**config.mk**
```make
export PLATFORM = sky130hd
export DESIGN_NAME = shift_reg_param
export DESIGN_NICKNAME = d
export VERILOG_FILES = /design/src/rtl/shift_pkg.sv /design/src/rtl/shift_step.sv /design/src/rtl/shift_reg_param.sv
export SDC_FILE = /design/constraint.sdc
export NUM_CORES = 1
export LEC_CHECK = 0
export ABC_AREA = 1
export ABC_CLOCK_PERIOD_IN_PS = 1600
export CORE_ASPECT_RATIO = 1.2
export CORE_MARGIN = 2
export CORE_UTILIZATION = 47
export CTS_BUF_LIST = sky130_fd_sc_hd__clkbuf_8
export DETAILED_ROUTE_END_ITERATION = 16
export PLACE_DENSITY = 0.86
export SETUP_SLACK_MARGIN = 0.5
export SLEW_MARGIN = 10
export SYNTH_ARGS = -nofsm -noshare
export SYNTH_HDL_FRONTEND = slang
export SYNTH_SLANG_ARGS = --single-unit
```
**constraint.sdc**
```tcl
create_clock -name clk -period 1.6 [get_ports clk]
set_clock_uncertainty 0.2 [all_clocks]
set_input_delay 0.24 -clock clk [delete_from_list [all_inputs] [get_ports clk]]
set_output_delay 0.24 -clock clk [all_outputs]
set_load 0.05 [all_outputs]
```
**src/rtl/shift_pkg.sv**
```systemverilog
// Shared definitions for the parameterised shift register: the shift-mode
// encoding seen on the mode port and the controller state encoding.
package shift_pkg;

    // Values of the 2-bit mode port.
    typedef enum logic [1:0] {
        SH_LSR = 2'b00,   // logical right, collects shifted-out ones in sticky
        SH_LSL = 2'b01,   // logical left
        SH_ROR = 2'b10,   // rotate right
        SH_ROL = 2'b11    // rotate left
    } shift_mode_e;

    // Controller states.
    typedef enum logic [1:0] {
        IDLE  = 2'b00,
        SHIFT = 2'b01,
        DONE  = 2'b10
    } state_e;

    // Convert a raw 2-bit mode code into the enumerated type.
    function automatic shift_mode_e to_mode(input logic [1:0] code);
        return shift_mode_e'(code);
    endfunction

endpackage : shift_pkg

```
**src/rtl/shift_step.sv**
```systemverilog
// One-bit shift step: given the current register value, sticky flag and
// mode, produce the value after a single step. Purely combinational.
module shift_step
    import shift_pkg::*;
#(
    parameter int WIDTH = 24
) (
    input  logic [WIDTH-1:0] d_i,
    input  logic             sticky_i,
    input  shift_mode_e      mode_i,
    output logic [WIDTH-1:0] d_o,
    output logic             sticky_o
);

    // Select the one-step result for the requested mode; only logical right
    // touches sticky, every other mode passes it through.
    always_comb begin
        d_o      = d_i;
        sticky_o = sticky_i;
        unique case (mode_i)
            SH_LSR: begin
                d_o      = {1'b0, d_i[WIDTH-1:1]};
                sticky_o = sticky_i | d_i[0];
            end
            SH_LSL: begin
                d_o = {d_i[WIDTH-2:0], 1'b0};
            end
            SH_ROR: begin
                d_o = {d_i[0], d_i[WIDTH-1:1]};
            end
            SH_ROL: begin
                d_o = {d_i[WIDTH-2:0], d_i[WIDTH-1]};
            end
            default: begin
                d_o      = d_i;
                sticky_o = sticky_i;
            end
        endcase
    end

endmodule : shift_step

```
**src/rtl/shift_reg_param.sv**
```systemverilog
// Parameterised shift register with parallel load and a multi-cycle shift
// engine. A start request latches mode and amount, then one bit is moved
// per clock until the step counter runs out, followed by a one-cycle done.
//
// state | meaning
// IDLE  | accept load (priority) or start; otherwise hold data and sticky
// SHIFT | one step per edge, cnt counts down, last step at cnt==1
// DONE  | one-cycle completion pulse, then back to IDLE
module shift_reg_param
    import shift_pkg::*;
#(
    parameter int WIDTH = 24,
    parameter int CNT_W = 5
) (
    input  logic             clk,
    input  logic             clear_n,
    input  logic [WIDTH-2:0] data_in,
    input  logic             F,
    input  logic             load,
    input  logic             start,
    input  logic [1:0]       mode,
    input  logic [CNT_W-1:0] amount,
    output logic [WIDTH-1:0] data_out,
    output logic             sticky,
    output logic             busy,
    output logic             done
);

    state_e             state_q, state_d;
    logic [CNT_W-1:0]   cnt_q,   cnt_d;
    logic [WIDTH-1:0]   data_q,  data_d;
    logic               sticky_q, sticky_d;
    shift_mode_e        mode_q,  mode_d;

    logic [WIDTH-1:0]   step_data;
    logic               step_sticky;

    shift_step #(
        .WIDTH (WIDTH)
    ) u_step (
        .d_i      (data_q),
        .sticky_i (sticky_q),
        .mode_i   (mode_q),
        .d_o      (step_data),
        .sticky_o (step_sticky)
    );

    // State, counter and datapath registers with synchronous active-low clear.
    always_ff @(posedge clk) begin
        if (!clear_n) begin
            state_q  <= IDLE;
            cnt_q    <= '0;
            data_q   <= '0;
            sticky_q <= 1'b0;
            mode_q   <= SH_LSR;
        end else begin
            state_q  <= state_d;
            cnt_q    <= cnt_d;
            data_q   <= data_d;
            sticky_q <= sticky_d;
            mode_q   <= mode_d;
        end
    end

    // Next-state and datapath selection; requests are only honoured in IDLE,
    // and load takes priority over start.
    always_comb begin
        state_d  = state_q;
        cnt_d    = cnt_q;
        data_d   = data_q;
        sticky_d = sticky_q;
        mode_d   = mode_q;
        unique case (state_q)
            IDLE: begin
                if (load) begin
                    data_d   = {F, data_in};
                    sticky_d = 1'b0;
                end else if (start) begin
                    mode_d = to_mode(mode);
                    cnt_d  = amount;
                    if (amount == '0) begin
                        state_d = DONE;
                    end else begin
                        state_d = SHIFT;
                    end
                end
            end
            SHIFT: begin
                data_d   = step_data;
                sticky_d = step_sticky;
                cnt_d    = cnt_q - CNT_W'(1);
                if (cnt_q == CNT_W'(1)) begin
                    state_d = DONE;
                end
            end
            DONE: begin
                state_d = IDLE;
            end
            default: begin
                state_d = IDLE;
            end
        endcase
    end

    assign data_out = data_q;
    assign sticky   = sticky_q;
    assign busy     = (state_q == SHIFT);
    assign done     = (state_q == DONE);

endmodule : shift_reg_param

```
==> flow_metrics.tcl, run 1 <==
set metrics [dict create \
    syn-num-nets 314 \
    yosysTopAreaCellShare 0.375 \
    start_util 0.495 \
    yosysWarnings 0 \
    synth-edff-count 0 \
    postSynthCellCount 277 \
    die_y_um 72.1 \
    avgSynthCellArea_um2 6.55 \
    synth_most_common_cell "o21ai_0" \
    htree_levels 2 \
    rows 24 \
    netlist_top_cells_area "dfxtp_1 38%, o21ai_0 20%, a21oi_1 9.9%" \
    ys_seq_area_frac 0.375 \
    worst-ep-kind "register input" \
    synth_area_mm2 0.00181 \
    synth.distinct_cells 17 \
    outcome "did not finish" \
    cts_root_buffer "clkbuf_8" \
    synthFlopType "dfxtp_1" \
    gp_congestion 0.848 \
    lastStage "global routing" \
    fp.dieW_um 60.7 \
    cts_max_path_buffers 2 \
    yosys-top-cells-count "74 x o21ai_0, 46 x nor2_1, 36 x a21oi_1, 34 x dfxtp_1, 26 x nand2_1" \
    io_pins 62 \
    portBuffers 61 \
    synth_area_leader_cell "dfxtp_1" \
    grt_max_degree 22 \
    postGrtWorstEndpoint "data_out[16]$_SDFFE_PN0P_/D" \
    cts_sinks 34 \
    ys_seq_elements 34 \
    numCtsBuffers 5 \
    dp_cells 385 \
    error "[ERROR DPL-0038] Utilization greater than 100%, impossible to legalize" \
    dp_hpwl_um 3910 \
    synth-async-reset-ratio 0 \
]
[through the flow]
step                instance area, um2   util  hold slack [ns]  TNS [ns]  setup WS, ns
CTS                               3540  0.967            0.290         0         0.111
detailed placement                2830  0.772            0.267    -0.466       -0.0957
global placement                  2830  0.772            0.260   -0.0629       -0.0444
floorplan                         1890      -            0.191         0         0.150
[timing repair]
action / in CTS
gates resized for setup: 93
setup endpoints to repair: 61
gates cloned: 4
hold buffers: 0
pin swaps: 12
buffers inserted: 36
[cell families after synthesis]
family	count (synthesis)	share of synthesized area
AOI/OAI and AO/OA	116	0.321
and+or+nand+nor	87	0.194
buffers and inverters	38	0.0959
DFF	34	0.375
adders and majority gates	2	0.0138
==> run 2, diff against run 1 <==
Settings changed: CORE_ASPECT_RATIO 1.2 to default, CORE_UTILIZATION 47 to 40, CTS_BUF_LIST sky130_fd_sc_hd__clkbuf_8 to default, PLACE_DENSITY 0.86 to default, PLACE_DENSITY_LB_ADDON from default to 0.15, SETUP_SLACK_MARGIN 0.5 to default.
==> run 2 against run 1 <==
The flow now finishes without violations; synthesized cell count unchanged; synthesized area unchanged.
==> flow_metrics.tcl, run 2 <==
set metrics [dict create \
    outcome "finished, final reports clean" \
    synth_area_mm2 0.00181 \
    synth-xor-area-share 0 \
    synth_most_common_cell "o21ai_0" \
    final_net_count 376 \
    fin_crit_ns 1.56 \
    maxSlewHeadroom 0.637 \
    setup-violations-final 0 \
    grt_usage 0.217 \
    portBuffers 61 \
    fill_cells 382 \
    drt_drc_violations_left 0 \
    via_count 2107 \
    grt_pass1_vias 2006 \
    slowest_delay_ns 0.34 \
    dp_hpwl_um 3740 \
    maxCapViolCount 0 \
    cts_resized 5 \
    slew_viol_final 0 \
    firstDrtPassIters 4 \
    io_pins 62 \
    gr-usage-met2 0.359 \
    cts_max_path_buffers 2 \
    ys_seq_area_frac 0.375 \
    viasPerCell 5.38 \
    cp_data_arrival_time_ns 1.12 \
    path_cells "inv_2 > nand2_8 > inv_4 > buf_12" \
    use_met3 0.0408 \
    cts_setup_buffers 0 \
    synthAdderAreaFrac 0.0138 \
    diodes 0 \
    syn-num-nets 314 \
    antenna_found_initial 0 \
    period_share 0.974 \
    grt_setup_unrepaired "yes" \
    synth.distinct_cells 17 \
    tns_ns 0 \
    multi_input_area_um2 976 \
    netlist_top_cells_area "dfxtp_1 38%, o21ai_0 20%, a21oi_1 9.9%" \
    largest_reg_flops 24 \
    fp.dieW_um 71.3 \
    core_area_mm2 0.00435 \
    clkLatencyLatePin_ns 0.29 \
    synth.area.mux_share 0 \
    postCtsHoldBufs 0 \
    path_class "flip-flop to primary output" \
    hold_class "flip-flop to flip-flop" \
    ant_nets 0 \
    synthToLayoutAreaGrowth_pct 61.3 \
    cts_tree "built" \
    grt_use_met1 0.280 \
    synth-async-reset-ratio 0 \
    synthFlopType "dfxtp_1" \
    rows 24 \
    cts_sinks 34 \
    postSynthCellCount 277 \
    fmax_mhz 642 \
    drive_gt1_frac 0.162 \
    pwr_density_cell_mw_per_mm2 1070 \
    grt_pass1_wl_um 8910 \
    start_util 0.417 \
    gr-total-overflow 0 \
    worst_pin_slew_ns 0.544 \
    fin_ws_ns 0.0412 \
    synth_area_leader_cell "dfxtp_1" \
    busiest_layer "met2" \
    clkTransAtPathRegs_ns 0.08 \
    synth-edff-count 0 \
    power.leakage_nw 1.18 \
    max-vdd-ir-drop_mv 0.582 \
    ys_seq_elements 34 \
    synth_top_family_by_area "compound AO/OA/AOI/OAI gates" \
    critPathCaptureType "primary output" \
    worstPathMaxFanout 13 \
    design.die.area_mm2 0.00509 \
    register_area_um2 682 \
    die_y_um 71.3 \
    yosysWarnings 0 \
    slowest_stage "dfxtp_1" \
    holdWs_ns 0.282 \
    drt_iter0_drc 161 \
    synthSimpleGateAreaFrac 0.194 \
    wl_um 5370 \
    htree_levels 2 \
    mostFrequentLayoutCells "74 x o21ai_0, 45 x nor2_1, 36 x a21oi_1" \
    cts_root_buffer "clkbuf_8" \
    mostFrequentLayoutCell "o21ai_0" \
    yosys-top-cells-count "74 x o21ai_0, 46 x nor2_1, 36 x a21oi_1, 34 x dfxtp_1, 26 x nand2_1" \
    grt_max_degree 30 \
    wl_per_cell_um 13.7 \
    critPathLaunchType "flip-flop" \
    synth_compound_area_frac 0.321 \
    avgSynthCellArea_um2 6.55 \
    required_ns 1.16 \
    dp_slack_ns -0.0943 \
    numCtsBuffers 5 \
    hold_viol 0 \
    gp_congestion 0.833 \
    yosysTopAreaCellShare 0.375 \
]
run 2: layer usage:
metal,vias to the layer above,part of all wire
met5,-,0
met3,11,0.056
met1,980,0.43
met4,0,0.016
met2,65,0.49
li1,1051,-
run 2: kinds of logic (layout without fill, tap and decap cells):
family | after synthesis | in the layout
buffers and inverters | 38 | 101
flip-flops | 34 | 34
adder cells (fa/ha/maj) | 2 | 2
AND/OR/NAND/NOR | 87 | 87
AO/OA/AOI/OAI | 116 | 116
run 2: power by group:
part	internal (mW)	switching [mW]
Clock	0.665	0.328
Combinational	0.500	0.575
Sequential	0.940	0.133
Total	2.11	1.04
run 2: path summary, 6_finish.rpt:
| check | startpoint | endpoint | slack (ns) | cells after the start |
|---|---|---|---|---|
| min | mode_q[1] | mode_q[1] | 0.28 | 2 |
| max | state_q[1] | busy | 0.04 | 4 |
| max reg2reg | state_q[1] | data_out[13] | 0.14 | 6 |
| min reg2reg | mode_q[1] | mode_q[1] | 0.28 | 2 |
run 2: critical path: cells and delay by family (launching register included):
kind                   cells  cell delay, ns
AND/OR/NAND/NOR            1            0.10
buffers and inverters      3            0.39
flip-flops                 1            0.34
run 2: per-stage QoR:
stage / util / cells / power [mW] / cell area [um2]
floorplan: - / 277 / 1.62 / 1810
global placement: 0.635 / 384 / 2.14 / 2760
detailed placement: 0.635 / 384 / 2.15 / 2760
CTS: 0.670 / 392 / 3.15 / 2920
global route: 0.672 / 392 / 3.27 / 2930
finish: 0.672 / 392 / 3.14 / 2930
run 2: final cells by class:
cell class                 count  area share
inverter                      20      0.0265
sequential                    34       0.233
tap                           52      0.0222
timing repair buffer          73       0.336
clock inverter                 2      0.0205
clock buffer                   6      0.0282
multi-input combinational    205       0.333
Power figures use the tool's default switching activity.
==> run 3, diff against run 2 <==
Settings changed: CAP_MARGIN from default to 0, CTS_CLUSTER_SIZE from default to 10.
==> results of run 3 <==
No change in the layout: final DEF, timing and power equal those of run 2.
